$ cat src/rtl/fetch_stage_pkg.sv
// fetch_stage_pkg: shared widths, reset PC, NOP encoding and fetch FSM state type
package fetch_stage_pkg;
  localparam int XLEN = 32;
  localparam int ILEN = 32;
  localparam logic [31:0] RESET_PC = 32'h0000_0000;
  localparam logic [31:0] NOP_INSTR = 32'h0000_0013;
  typedef enum logic {RUN, FAULT} fetch_state_t;
endpackage

$ cat src/rtl/fetch_stage_if.sv
// fetch_stage_if: imem req/rsp and decode valid/ready bundle; master = fetch side, slave = memory/decode side
interface fetch_stage_if #(
  parameter int XLEN = 32
) ();
  import fetch_stage_pkg::*;
  logic            imem_req_valid;
  logic            imem_req_ready;
  logic [XLEN-1:0] imem_req_addr;
  logic            imem_rsp_valid;
  logic [ILEN-1:0] imem_rsp_data;
  logic            if_valid;
  logic            if_ready;
  logic [ILEN-1:0] if_instruction;
  logic [XLEN-1:0] if_pc;
  modport master (
    output imem_req_valid, imem_req_addr, if_valid, if_instruction, if_pc,
    input  imem_req_ready, imem_rsp_valid, imem_rsp_data, if_ready
  );
  modport slave (
    input  imem_req_valid, imem_req_addr, if_valid, if_instruction, if_pc,
    output imem_req_ready, imem_rsp_valid, imem_rsp_data, if_ready
  );
endinterface

$ cat src/rtl/fetch_stage_fifo.sv
// fetch_stage_fifo: sync FIFO (clk, rst, push/pop/flush, wdata -> rdata, count, full, empty); flush wins
module fetch_stage_fifo #(
  parameter int DEPTH = 2,
  parameter int WIDTH = 32
) (
  input  logic                   clk,
  input  logic                   rst,
  input  logic                   push,
  input  logic                   pop,
  input  logic                   flush,
  input  logic [WIDTH-1:0]       wdata,
  output logic [WIDTH-1:0]       rdata,
  output logic [$clog2(DEPTH):0] count,
  output logic                   full,
  output logic                   empty
);
  localparam int AW = $clog2(DEPTH);
  logic [WIDTH-1:0] mem_q [DEPTH];
  logic [AW-1:0] wptr_q, wptr_d, rptr_q, rptr_d;
  logic [AW:0] count_q, count_d;
  always_comb begin
    wptr_d = flush ? '0 : wptr_q + AW'(push);
    rptr_d = flush ? '0 : rptr_q + AW'(pop);
    count_d = flush ? '0 : count_q + (AW+1)'(push) - (AW+1)'(pop);
  end
  always_ff @(posedge clk) begin
    if (rst) begin
      wptr_q <= '0;
      rptr_q <= '0;
      count_q <= '0;
    end else begin
      wptr_q <= wptr_d;
      rptr_q <= rptr_d;
      count_q <= count_d;
    end
  end
  always_ff @(posedge clk) begin
    if (push) mem_q[wptr_q] <= wdata;
  end
  assign rdata = mem_q[rptr_q];
  assign count = count_q;
  assign full = count_q[AW];
  assign empty = count_q == '0;
endmodule

$ cat src/rtl/fetch_stage.sv
// fetch_stage: PC + in-order imem fetch into buffer to decode, redirect flush/fault (clk, rst, bus, redirect_*, fetch_fault; FETCH_PERF_EN adds perf_fetched/perf_flushed)
module fetch_stage #(
  parameter int XLEN = fetch_stage_pkg::XLEN,
  parameter logic [XLEN-1:0] RESET_PC = XLEN'(fetch_stage_pkg::RESET_PC),
  parameter int FIFO_DEPTH = 2
) (
  input  logic            clk,
  input  logic            rst,
  fetch_stage_if.master   bus,
  input  logic            redirect_valid,
  input  logic [XLEN-1:0] redirect_pc,
  output logic            fetch_fault
`ifdef FETCH_PERF_EN
  ,
  output logic [31:0]     perf_fetched,
  output logic [31:0]     perf_flushed
`endif
);
  import fetch_stage_pkg::*;
  localparam int CW = $clog2(FIFO_DEPTH) + 1;
  localparam logic [CW-1:0] DEPTH_C = CW'(FIFO_DEPTH);
  fetch_state_t state_q, state_d;
  logic [XLEN-1:0] pc_q, pc_d, pcq_head;
  logic [CW-1:0] drop_q, drop_d, pcq_count, ibuf_count, occ;
  logic [ILEN+XLEN-1:0] ibuf_head;
  logic accept, rsp_live, pop, ibuf_empty, ibuf_full, pcq_full, pcq_empty, unused_ok;
  assign accept = bus.imem_req_valid && bus.imem_req_ready;
  assign rsp_live = bus.imem_rsp_valid && drop_q == '0 && !redirect_valid;
  assign pop = bus.if_valid && bus.if_ready;
  // Crediting this cycle's pop lets zero-wait memory sustain one instruction per cycle
  assign occ = drop_q + pcq_count + ibuf_count - CW'(pop);
  assign bus.imem_req_valid = !rst && state_q == RUN && !redirect_valid && occ < DEPTH_C;
  assign bus.imem_req_addr = pc_q;
  always_comb begin
    state_d = redirect_valid ? (|redirect_pc[1:0] ? FAULT : RUN) : state_q;
    pc_d = redirect_valid ? redirect_pc : accept ? pc_q + XLEN'(4) : pc_q;
    // Live in-flight requests become drops; a response landing now consumes one of them
    drop_d = redirect_valid ? drop_q + pcq_count - CW'(bus.imem_rsp_valid)
                            : drop_q - CW'(bus.imem_rsp_valid && drop_q != '0);
  end
  always_ff @(posedge clk) begin
    if (rst) begin
      state_q <= RUN;
      pc_q <= RESET_PC;
      drop_q <= '0;
    end else begin
      state_q <= state_d;
      pc_q <= pc_d;
      drop_q <= drop_d;
    end
  end
  fetch_stage_fifo #(.DEPTH(FIFO_DEPTH), .WIDTH(XLEN)) u_pcq (
    .clk(clk), .rst(rst), .push(accept), .pop(rsp_live), .flush(redirect_valid),
    .wdata(pc_q), .rdata(pcq_head), .count(pcq_count), .full(pcq_full), .empty(pcq_empty)
  );
  fetch_stage_fifo #(.DEPTH(FIFO_DEPTH), .WIDTH(ILEN + XLEN)) u_ibuf (
    .clk(clk), .rst(rst), .push(rsp_live), .pop(pop), .flush(redirect_valid),
    .wdata({bus.imem_rsp_data, pcq_head}), .rdata(ibuf_head), .count(ibuf_count),
    .full(ibuf_full), .empty(ibuf_empty)
  );
  assign unused_ok = ^{ibuf_full, pcq_full, pcq_empty};
  assign bus.if_valid = !ibuf_empty;
  assign bus.if_instruction = ibuf_empty ? NOP_INSTR : ibuf_head[ILEN+XLEN-1:XLEN];
  assign bus.if_pc = ibuf_empty ? '0 : ibuf_head[XLEN-1:0];
  assign fetch_fault = state_q == FAULT;
`ifdef FETCH_PERF_EN
  logic [31:0] perf_fetched_q, perf_fetched_d, perf_flushed_q, perf_flushed_d;
  always_comb begin
    perf_fetched_d = perf_fetched_q + 32'(pop);
    perf_flushed_d = redirect_valid ? perf_flushed_q + 32'(ibuf_count) + 32'(pcq_count) - 32'(pop)
                                    : perf_flushed_q;
  end
  always_ff @(posedge clk) begin
    if (rst) begin
      perf_fetched_q <= '0;
      perf_flushed_q <= '0;
    end else begin
      perf_fetched_q <= perf_fetched_d;
      perf_flushed_q <= perf_flushed_d;
    end
  end
  assign perf_fetched = perf_fetched_q;
  assign perf_flushed = perf_flushed_q;
`endif
endmodule

$ cat src/flat_wrapper.sv
// flat-port wrapper written by rule: the top's interface ports become plain ports
module fetch_stage_flat import fetch_stage_pkg::*;
#(
  parameter int XLEN = fetch_stage_pkg::XLEN,
  parameter logic [XLEN-1:0] RESET_PC = XLEN'(fetch_stage_pkg::RESET_PC),
  parameter int FIFO_DEPTH = 2
)
  (clk, rst, redirect_valid, redirect_pc, fetch_fault, bus_imem_req_valid, bus_imem_req_addr, bus_if_valid, bus_if_instruction, bus_if_pc, bus_imem_req_ready, bus_imem_rsp_valid, bus_imem_rsp_data, bus_if_ready);
  fetch_stage_if #(.XLEN(XLEN)) bus_i ();
  input  logic clk;
  input  logic rst;
  input  logic redirect_valid;
  input  logic [XLEN-1:0] redirect_pc;
  output logic fetch_fault;
  output wire logic [$bits(bus_i.imem_req_valid)-1:0] bus_imem_req_valid;
  output wire logic [$bits(bus_i.imem_req_addr)-1:0] bus_imem_req_addr;
  output wire logic [$bits(bus_i.if_valid)-1:0] bus_if_valid;
  output wire logic [$bits(bus_i.if_instruction)-1:0] bus_if_instruction;
  output wire logic [$bits(bus_i.if_pc)-1:0] bus_if_pc;
  input wire logic [$bits(bus_i.imem_req_ready)-1:0] bus_imem_req_ready;
  input wire logic [$bits(bus_i.imem_rsp_valid)-1:0] bus_imem_rsp_valid;
  input wire logic [$bits(bus_i.imem_rsp_data)-1:0] bus_imem_rsp_data;
  input wire logic [$bits(bus_i.if_ready)-1:0] bus_if_ready;
  assign bus_imem_req_valid = bus_i.imem_req_valid;
  assign bus_imem_req_addr = bus_i.imem_req_addr;
  assign bus_if_valid = bus_i.if_valid;
  assign bus_if_instruction = bus_i.if_instruction;
  assign bus_if_pc = bus_i.if_pc;
  assign bus_i.imem_req_ready = bus_imem_req_ready;
  assign bus_i.imem_rsp_valid = bus_imem_rsp_valid;
  assign bus_i.imem_rsp_data = bus_imem_rsp_data;
  assign bus_i.if_ready = bus_if_ready;
  fetch_stage #(.XLEN(XLEN), .RESET_PC(RESET_PC), .FIFO_DEPTH(FIFO_DEPTH)) u_core (.clk(clk), .rst(rst), .bus(bus_i), .redirect_valid(redirect_valid), .redirect_pc(redirect_pc), .fetch_fault(fetch_fault));
endmodule
$ cat config.mk
export PLATFORM = sky130hd
export DESIGN_NAME = fetch_stage_flat
export DESIGN_NICKNAME = d
export VERILOG_FILES = /design/src/rtl/fetch_stage_pkg.sv /design/src/rtl/fetch_stage_if.sv /design/src/rtl/fetch_stage_fifo.sv /design/src/rtl/fetch_stage.sv /design/src/flat_wrapper.sv
export SDC_FILE = /design/constraint.sdc
export NUM_CORES = 1
export LEC_CHECK = 0
export CAP_MARGIN = 20
export CORE_ASPECT_RATIO = 1.5
export CORE_MARGIN = 3
export CORE_UTILIZATION = 57
export CTS_CLUSTER_SIZE = 28
export DETAILED_ROUTE_END_ITERATION = 7
export GPL_TIMING_DRIVEN = 1
export PLACE_DENSITY = 0.82
export SLEW_MARGIN = 20
export SYNTH_ARGS = -nofsm -noshare
export SYNTH_HDL_FRONTEND = slang
export SYNTH_SLANG_ARGS = --single-unit
$ cat constraint.sdc
create_clock -name clk -period 5.5 [get_ports clk]
set_clock_uncertainty 0.05 [all_clocks]
set_input_delay 1.375 -clock clk [delete_from_list [all_inputs] [get_ports clk]]
set_output_delay 1.375 -clock clk [all_outputs]
set_load 0.01 [all_outputs]
==> results of run 1 <==
-- cells in the mapped netlist, types with 3 or more instances --
cell type,n,area share (%)
a211oi_1,5,0.39
a311oi_1,4,0.37
and2_1,3,0.20
and3_1,3,0.20
buf_2,5,0.26
clkbuf_1,26,1.0
dfxtp_1,43,9.1
edfxtp_1,192,61
ha_1,11,1.4
inv_1,11,0.43
mux2_2,33,3.9
mux2i_1,66,6.9
nand2_1,37,1.5
nand3_1,18,0.95
nand4_1,8,0.53
nor2_1,89,3.5
nor2b_1,3,0.20
nor4_1,5,0.33
o2111ai_1,6,0.55
o211ai_1,6,0.47
o21ai_0,8,0.42
o311ai_0,13,1.2
o31ai_1,3,0.24
or3_1,5,0.33
or4_1,5,0.39
xnor2_1,7,0.64
xor2_1,8,0.74
-- worst max path at each step --
stage | end | slack, ps | cells after the start
6_report | bus_imem_req_valid | 710 | 6
5_1_grt | bus_imem_req_valid | 570 | 6
4_1_cts | bus_imem_req_valid | 710 | 6
3_5_place_dp | bus_imem_req_valid | 750 | 6
3_3_place_gp | bus_imem_req_valid | 690 | 6
2_1_floorplan | u_core.u_ibuf.mem_q[1][0] | 1460 | 5
-- state kept, by name, indices dropped and copies added (netlist names) --
| register | flops |
|---|---|
| u_core.u_ibuf.mem_q | 128 |
| u_core.u_pcq.mem_q | 64 |
| u_core.u_pcq.count | 2 |
| u_core.u_ibuf.wptr_q | 1 |
| u_core.u_ibuf.rptr_q | 1 |
| u_core.u_pcq.rptr_q | 1 |
| u_core.bus.imem_req_addr | 32 |
| u_core.u_pcq.wptr_q | 1 |
| u_core.drop_q | 2 |
| u_core.fetch_fault | 1 |
| u_core.u_ibuf.count | 2 |
-- worst max-delay path, stage by stage --
cell	delay (ps)
clkdlybuf4s50_1	440
nor2b_1	140
mux2_2	380
and3_1	250
nor4_1	190
clkdlybuf4s50_1	590
-- where the power goes --
group	switching (mW)	leakage, nW	internal (mW)	total [mW]
sequential	0.0489	2.12	1.99	2.04
combinational	0.173	1.53	0.174	0.347
clock	0.602	0.343	0.915	1.52
total	0.824	4.00	3.08	3.90
-- logic make-up (layout without fill, tap and decap cells) --
| group | Yosys count | after routing |
|---|---|---|
| buffers and inverters | 44 | 227 |
| flip-flops | 235 | 235 |
| XOR/XNOR | 15 | 15 |
| adder cells (fa/ha/maj) | 11 | 11 |
| AO/OA/AOI/OAI | 60 | 60 |
| AND/OR/NAND/NOR | 194 | 194 |
| multiplexers | 99 | 99 |
-- final cells by class --
class                           count  area (sq um)
Timing Repair Buffer              179          1764
Multi-Input combinational cell    379          2741
Sequential cell                   235          6630
Tap cell                          206         257.7
Clock buffer                       26         564.3
Clock inverter                     10         156.4
Inverter                           12         45.04
Fill cell                        1037          4101
-- metal layers --
layer | wire [um] | global-route usage, % | vias up
li1 | - | - | 2825
met3 | 1316 | 3.317 | 64
met2 | 11480 | 42.61 | 306
met4 | 576 | 7.969 | 0
met1 | 7539 | 25.55 | 2960
met5 | 0 | 0 | -
-- cell usage in the layout, fill, tap and decap left out, types with 3 or more instances in the layout --
| cell | n |
|---|---|
| a211oi_1 | 5 |
| o2111ai_1 | 6 |
| and3_1 | 3 |
| buf_4 | 11 |
| mux2_2 | 33 |
| or3_1 | 5 |
| clkdlybuf4s50_1 | 168 |
| or4_1 | 5 |
| a311oi_1 | 4 |
| o311ai_0 | 13 |
| edfxtp_1 | 192 |
| inv_1 | 11 |
| nor4_1 | 5 |
| clkbuf_1 | 3 |
| xnor2_1 | 7 |
| nand4_1 | 8 |
| dfxtp_1 | 42 |
| clkinvlp_4 | 3 |
| nor2b_1 | 3 |
| and2_1 | 3 |
| o31ai_1 | 3 |
| bufinv_16 | 4 |
| ha_1 | 9 |
| o21ai_0 | 8 |
| mux2i_1 | 66 |
| nand3_1 | 18 |
| nor2_1 | 88 |
| clkbuf_16 | 21 |
| o211ai_1 | 6 |
| nand2_1 | 37 |
| xor2_1 | 8 |
==> flow_metrics.tcl, run 1 <==
set metrics [dict create \
    root_buffer "clkbuf_16" \
    fin_util_pct 74.78 \
    place_congestion 0.9231 \
    yosysSeqAreaShare_pct 69.68 \
    synth_top_family_by_area "multiplexers" \
    vias 6155 \
    rows 57 \
    crit_start "bus_if_ready" \
    grt.overflow.total 0 \
    cts.sinks 235 \
    synth_enable_flop_cells 192 \
    grt_first_pass_wirelength_um 32820 \
    synthSimpleGateAreaFrac_pct 9.841 \
    r2r-end "u_core.bus.imem_req_addr[23]" \
    synth_cells 658 \
    design_area_sq_um 12160 \
    die_height_um 164.2 \
    finalCriticalPeriod_ps 4794 \
    cts_buffer_depth 3 \
    cts_tree "built" \
    initialDrtViolationCount 447 \
    ys_seq_elements 235 \
    synth_cell_types 54 \
    insertion_delay_ps 490 \
    grt_pass1_vias 6401 \
    synth_mux_area_share_pct 10.85 \
    r2r_start "u_core.u_pcq.count[0]" \
    postCtsResizedCells 0 \
    synth-compound-area-share_pct 4.960 \
    cts_max_level 1 \
    synthXorXnorAreaFrac_pct 1.381 \
    setup_viol 0 \
    drive_gt1_share_pct 10.58 \
    num_io_pins 169 \
    place_inst 1011 \
    wl_per_cell_um 19.98 \
    drc 0 \
    stdcell_count 1047 \
    first_pass_iters 5 \
    power.leakage_nw 3.996 \
    synth_nets 739 \
    crit_path_max_fanout 6 \
    vias_per_cell 5.879 \
    start_kind "input pin" \
    hold_path_depth 0 \
    worstSetupPathType "in2out" \
    post-cts-setup-buffers 0 \
    portBuffers 168 \
    postRouteWirelength_um 20920 \
    numCtsBuffers 20 \
    maxCapViolCount 0 \
    power.total_mw 3.904 \
    power_per_cell_area_nw_per_um2 321.1 \
    layout.nets 908 \
    start_util_pct 58.49 \
    min-delay-start "u_core.bus.imem_req_addr[1]" \
    slew_headroom_pct 36.45 \
    min_path_type "reg2reg" \
    max-vdd-ir-drop_uv 262.2 \
    fin_ws_ps 706.3 \
    place_area_sq_um 11440 \
    antenna_left 0 \
    setup.worst_path.end_class "output pin" \
    drv_slew 0 \
    grt_max_degree 65 \
    cts_hold_buf 0 \
    rr_worst_depth 7 \
    core_area_sq_um 16260 \
    fp.dieW_um 111.5 \
    path_clk_slew_ps 70 \
    fin_crit_sh_pct 87.16 \
    place_hpwl_um 13810 \
    fmax_ghz 0.2086 \
    avgSynthCellArea_sq_um 14.45 \
    grt_setup_unrepaired "false" \
    critPathArrivalTime_ps 3370 \
    antenna_found_initial 0 \
    synth_warnings 0 \
    r2r_slack_ps 2760 \
    dieArea_sq_um 18300 \
    outcome "finished clean" \
    synthToLayoutAreaGrowth_pct 27.85 \
    cp.required_ps 4070 \
    async_flop_share_pct 0 \
    finalHoldViolations 0 \
    holdPathEnd "u_core.u_pcq.mem_q[0][1]" \
    dp_slack_ps 747.6 \
    max_slew.worst_pin.slew_ps 953.2 \
    final.setup.tns_ps 0 \
    whs_ps 449.2 \
    grt.total_usage_pct 22.42 \
    n_antenna_cell 0 \
    synth-adder-area-share_pct 1.447 \
    syn-cell-area_sq_um 9510 \
    synthFlopType "edfxtp_1" \
]
Power figures use the tool's default switching activity.
==> run 2: changes to the inputs <==
CAP_MARGIN = not set   (was 20)
==> results of run 2 <==
Final layout, timing and power as in run 1 (identical DEF).
==> run 3: changes to the inputs <==
CORE_UTILIZATION = 33   (was 57)
PLACE_DENSITY = 0.51   (was 0.82)
==> flow_metrics.tcl, run 3 (synthesis gave the netlist of run 1 again) <==
set metrics [dict create \
    outcome "finished clean" \
    gr-usage-met1_pct 16.40 \
    worstSetupPathType "in2out" \
    p_seq_share_pct 51.8 \
    slowest_delay_ps 590 \
    crit_start "bus_if_ready" \
    r2r_start "u_core.u_pcq.count[0]" \
    power_per_cell_area_nw_per_um2 318.6 \
    power.leakage_nw 4.031 \
    postRouteWirelength_um 22420 \
    path_cells "clkdlybuf4s50_1 > nor2b_1 > mux2_2 > and3_1 > nor4_1 > clkdlybuf4s50_1" \
    place_inst 1152 \
    grt_setup_unrepaired "false" \
    met3_usage_pct 2.523 \
    first_pass_iters 5 \
    min-delay-start "u_core.bus.imem_req_addr[1]" \
    layout.nets 912 \
    design_area_sq_um 12370 \
    comb_power_share_pct 8.8 \
    top_register "u_core.u_ibuf.mem_q" \
    critPathSlowestCell "clkdlybuf4s50_1" \
    final_common_cell "edfxtp_1" \
    insertion_delay_ps 520 \
    synthToLayoutAreaGrowth_pct 30.05 \
    final.setup.tns_ps 0 \
    p_int_mw 3.074 \
    p_sw_mw 0.8669 \
    core_area_sq_um 28150 \
    root_buffer "clkbuf_16" \
    crit_top_cell "clkdlybuf4s50_1" \
    antenna_left 0 \
    vias_per_cell 4.961 \
    fin_crit_sh_pct 87.90 \
    stdcell_count 1194 \
    antenna_found_initial 0 \
    slew_headroom_pct 34.05 \
    cp.required_ps 4070 \
    vias 5924 \
    largest_register_ffs 128 \
    cts_tree "built" \
    drv_slew 0 \
    fp.dieW_um 144.6 \
    initialDrtViolationCount 351 \
    max_slew.worst_pin.slew_ps 989.3 \
    cts_max_level 1 \
    maxCapViolCount 0 \
    cts.sinks 235 \
    place_area_sq_um 11620 \
    portBuffers 168 \
    path_clk_slew_ps 60 \
    grt.overflow.total 0 \
    dieArea_sq_um 30930 \
    r2r_slack_ps 2670 \
    place_congestion 0.7995 \
    switching_share_pct 22.00 \
    n_antenna_cell 0 \
    setup_viol 0 \
    start_kind "input pin" \
    cts_hold_buf 0 \
    grt_first_pass_wirelength_um 34580 \
    place_hpwl_um 15180 \
    start_util_pct 33.78 \
    die_height_um 213.9 \
    wl_per_cell_um 18.78 \
    fin_util_pct 43.93 \
    num_io_pins 169 \
    rows 75 \
    cts_buffer_depth 3 \
    numCtsBuffers 23 \
    finalHoldViolations 0 \
    drive_gt1_share_pct 11.20 \
    grt_pass1_vias 6238 \
    drc 0 \
    max-vdd-ir-drop_uv 205.5 \
    mostFrequentLayoutCells "192 x edfxtp_1, 168 x clkdlybuf4s50_1, 88 x nor2_1, 66 x mux2i_1, 42 x dfxtp_1" \
    crit_path_max_fanout 6 \
    use_met2_pct 25.92 \
    busiest_layer "met2" \
    grt_max_degree 65 \
    power_frac_clock_pct 39.4 \
    critPathArrivalTime_ps 3410 \
    grt.total_usage_pct 14.22 \
    post-cts-setup-buffers 0 \
    fmax_ghz 0.2069 \
    setup.worst_path.end_class "output pin" \
    min_path_type "reg2reg" \
    postCtsResizedCells 0 \
    finalCriticalPeriod_ps 4834 \
]
run 3: cell count changes in the layout (fill, tap and decap cells not counted), sizes merged:
cell      change
inv           +1
clkinvlp      -2
clkbuf        -2
clkinv       +10
bufinv        -1
buf           +1
run 3: per-layer routing:
layer	wire length, um	share of wire [%]	up-vias
met3	1321	5.9	28
met5	0	0	-
li1	-	-	2842
met1	8643	39	2850
met4	506	2.3	0
met2	11950	53	204
run 3: power groups by stage:
stage	logic (mW)	clock network [mW]	registers, mW
2_1_floorplan	0.167	0	2.07
3_5_place_dp	0.350	0	2.08
4_1_cts	0.353	1.61	2.04
6_report	0.346	1.55	2.04
5_1_grt	0.380	1.68	2.05
3_3_place_gp	0.343	0	2.08
run 3: final timing paths:
kind                            depth (start not counted)                           end
worst min register to register                          0      u_core.u_pcq.mem_q[0][1]
worst max-delay path                                    6            bus_imem_req_valid
worst min-delay path                                    0      u_core.u_pcq.mem_q[0][1]
worst max register to register                          8  u_core.bus.imem_req_addr[31]
run 3: area by class of cell:
| class | count | area (sq um) |
|---|---|---|
| multi-input cells | 379 | 2741 |
| inverters | 12 | 45.04 |
| clock buffers | 24 | 579.3 |
| clock inverters | 18 | 167.7 |
| well taps | 346 | 432.9 |
| fillers | 2542 | 15780 |
| repair buffers | 180 | 1772 |
| flip-flops and latches | 235 | 6630 |
run 3: through the flow:
| step | hold WS, ps | worst slack [ps] | power, mW |
|---|---|---|---|
| floorplan | 453.6 | 1458 | 2.234 |
| global placement | 439.8 | 613.4 | 2.422 |
| detailed placement | 450.3 | 657.6 | 2.432 |
| CTS | 474.5 | 629.8 | 4.004 |
| global route | 482.5 | 498.2 | 4.111 |
| finish | 468.0 | 665.7 | 3.941 |
run 3: critical path, delay by kind of cell:
kind / cells / cell delay (ps)
and+or+nand+nor: 3 / 600
muxes: 1 / 380
buffers and inverters: 2 / 1060
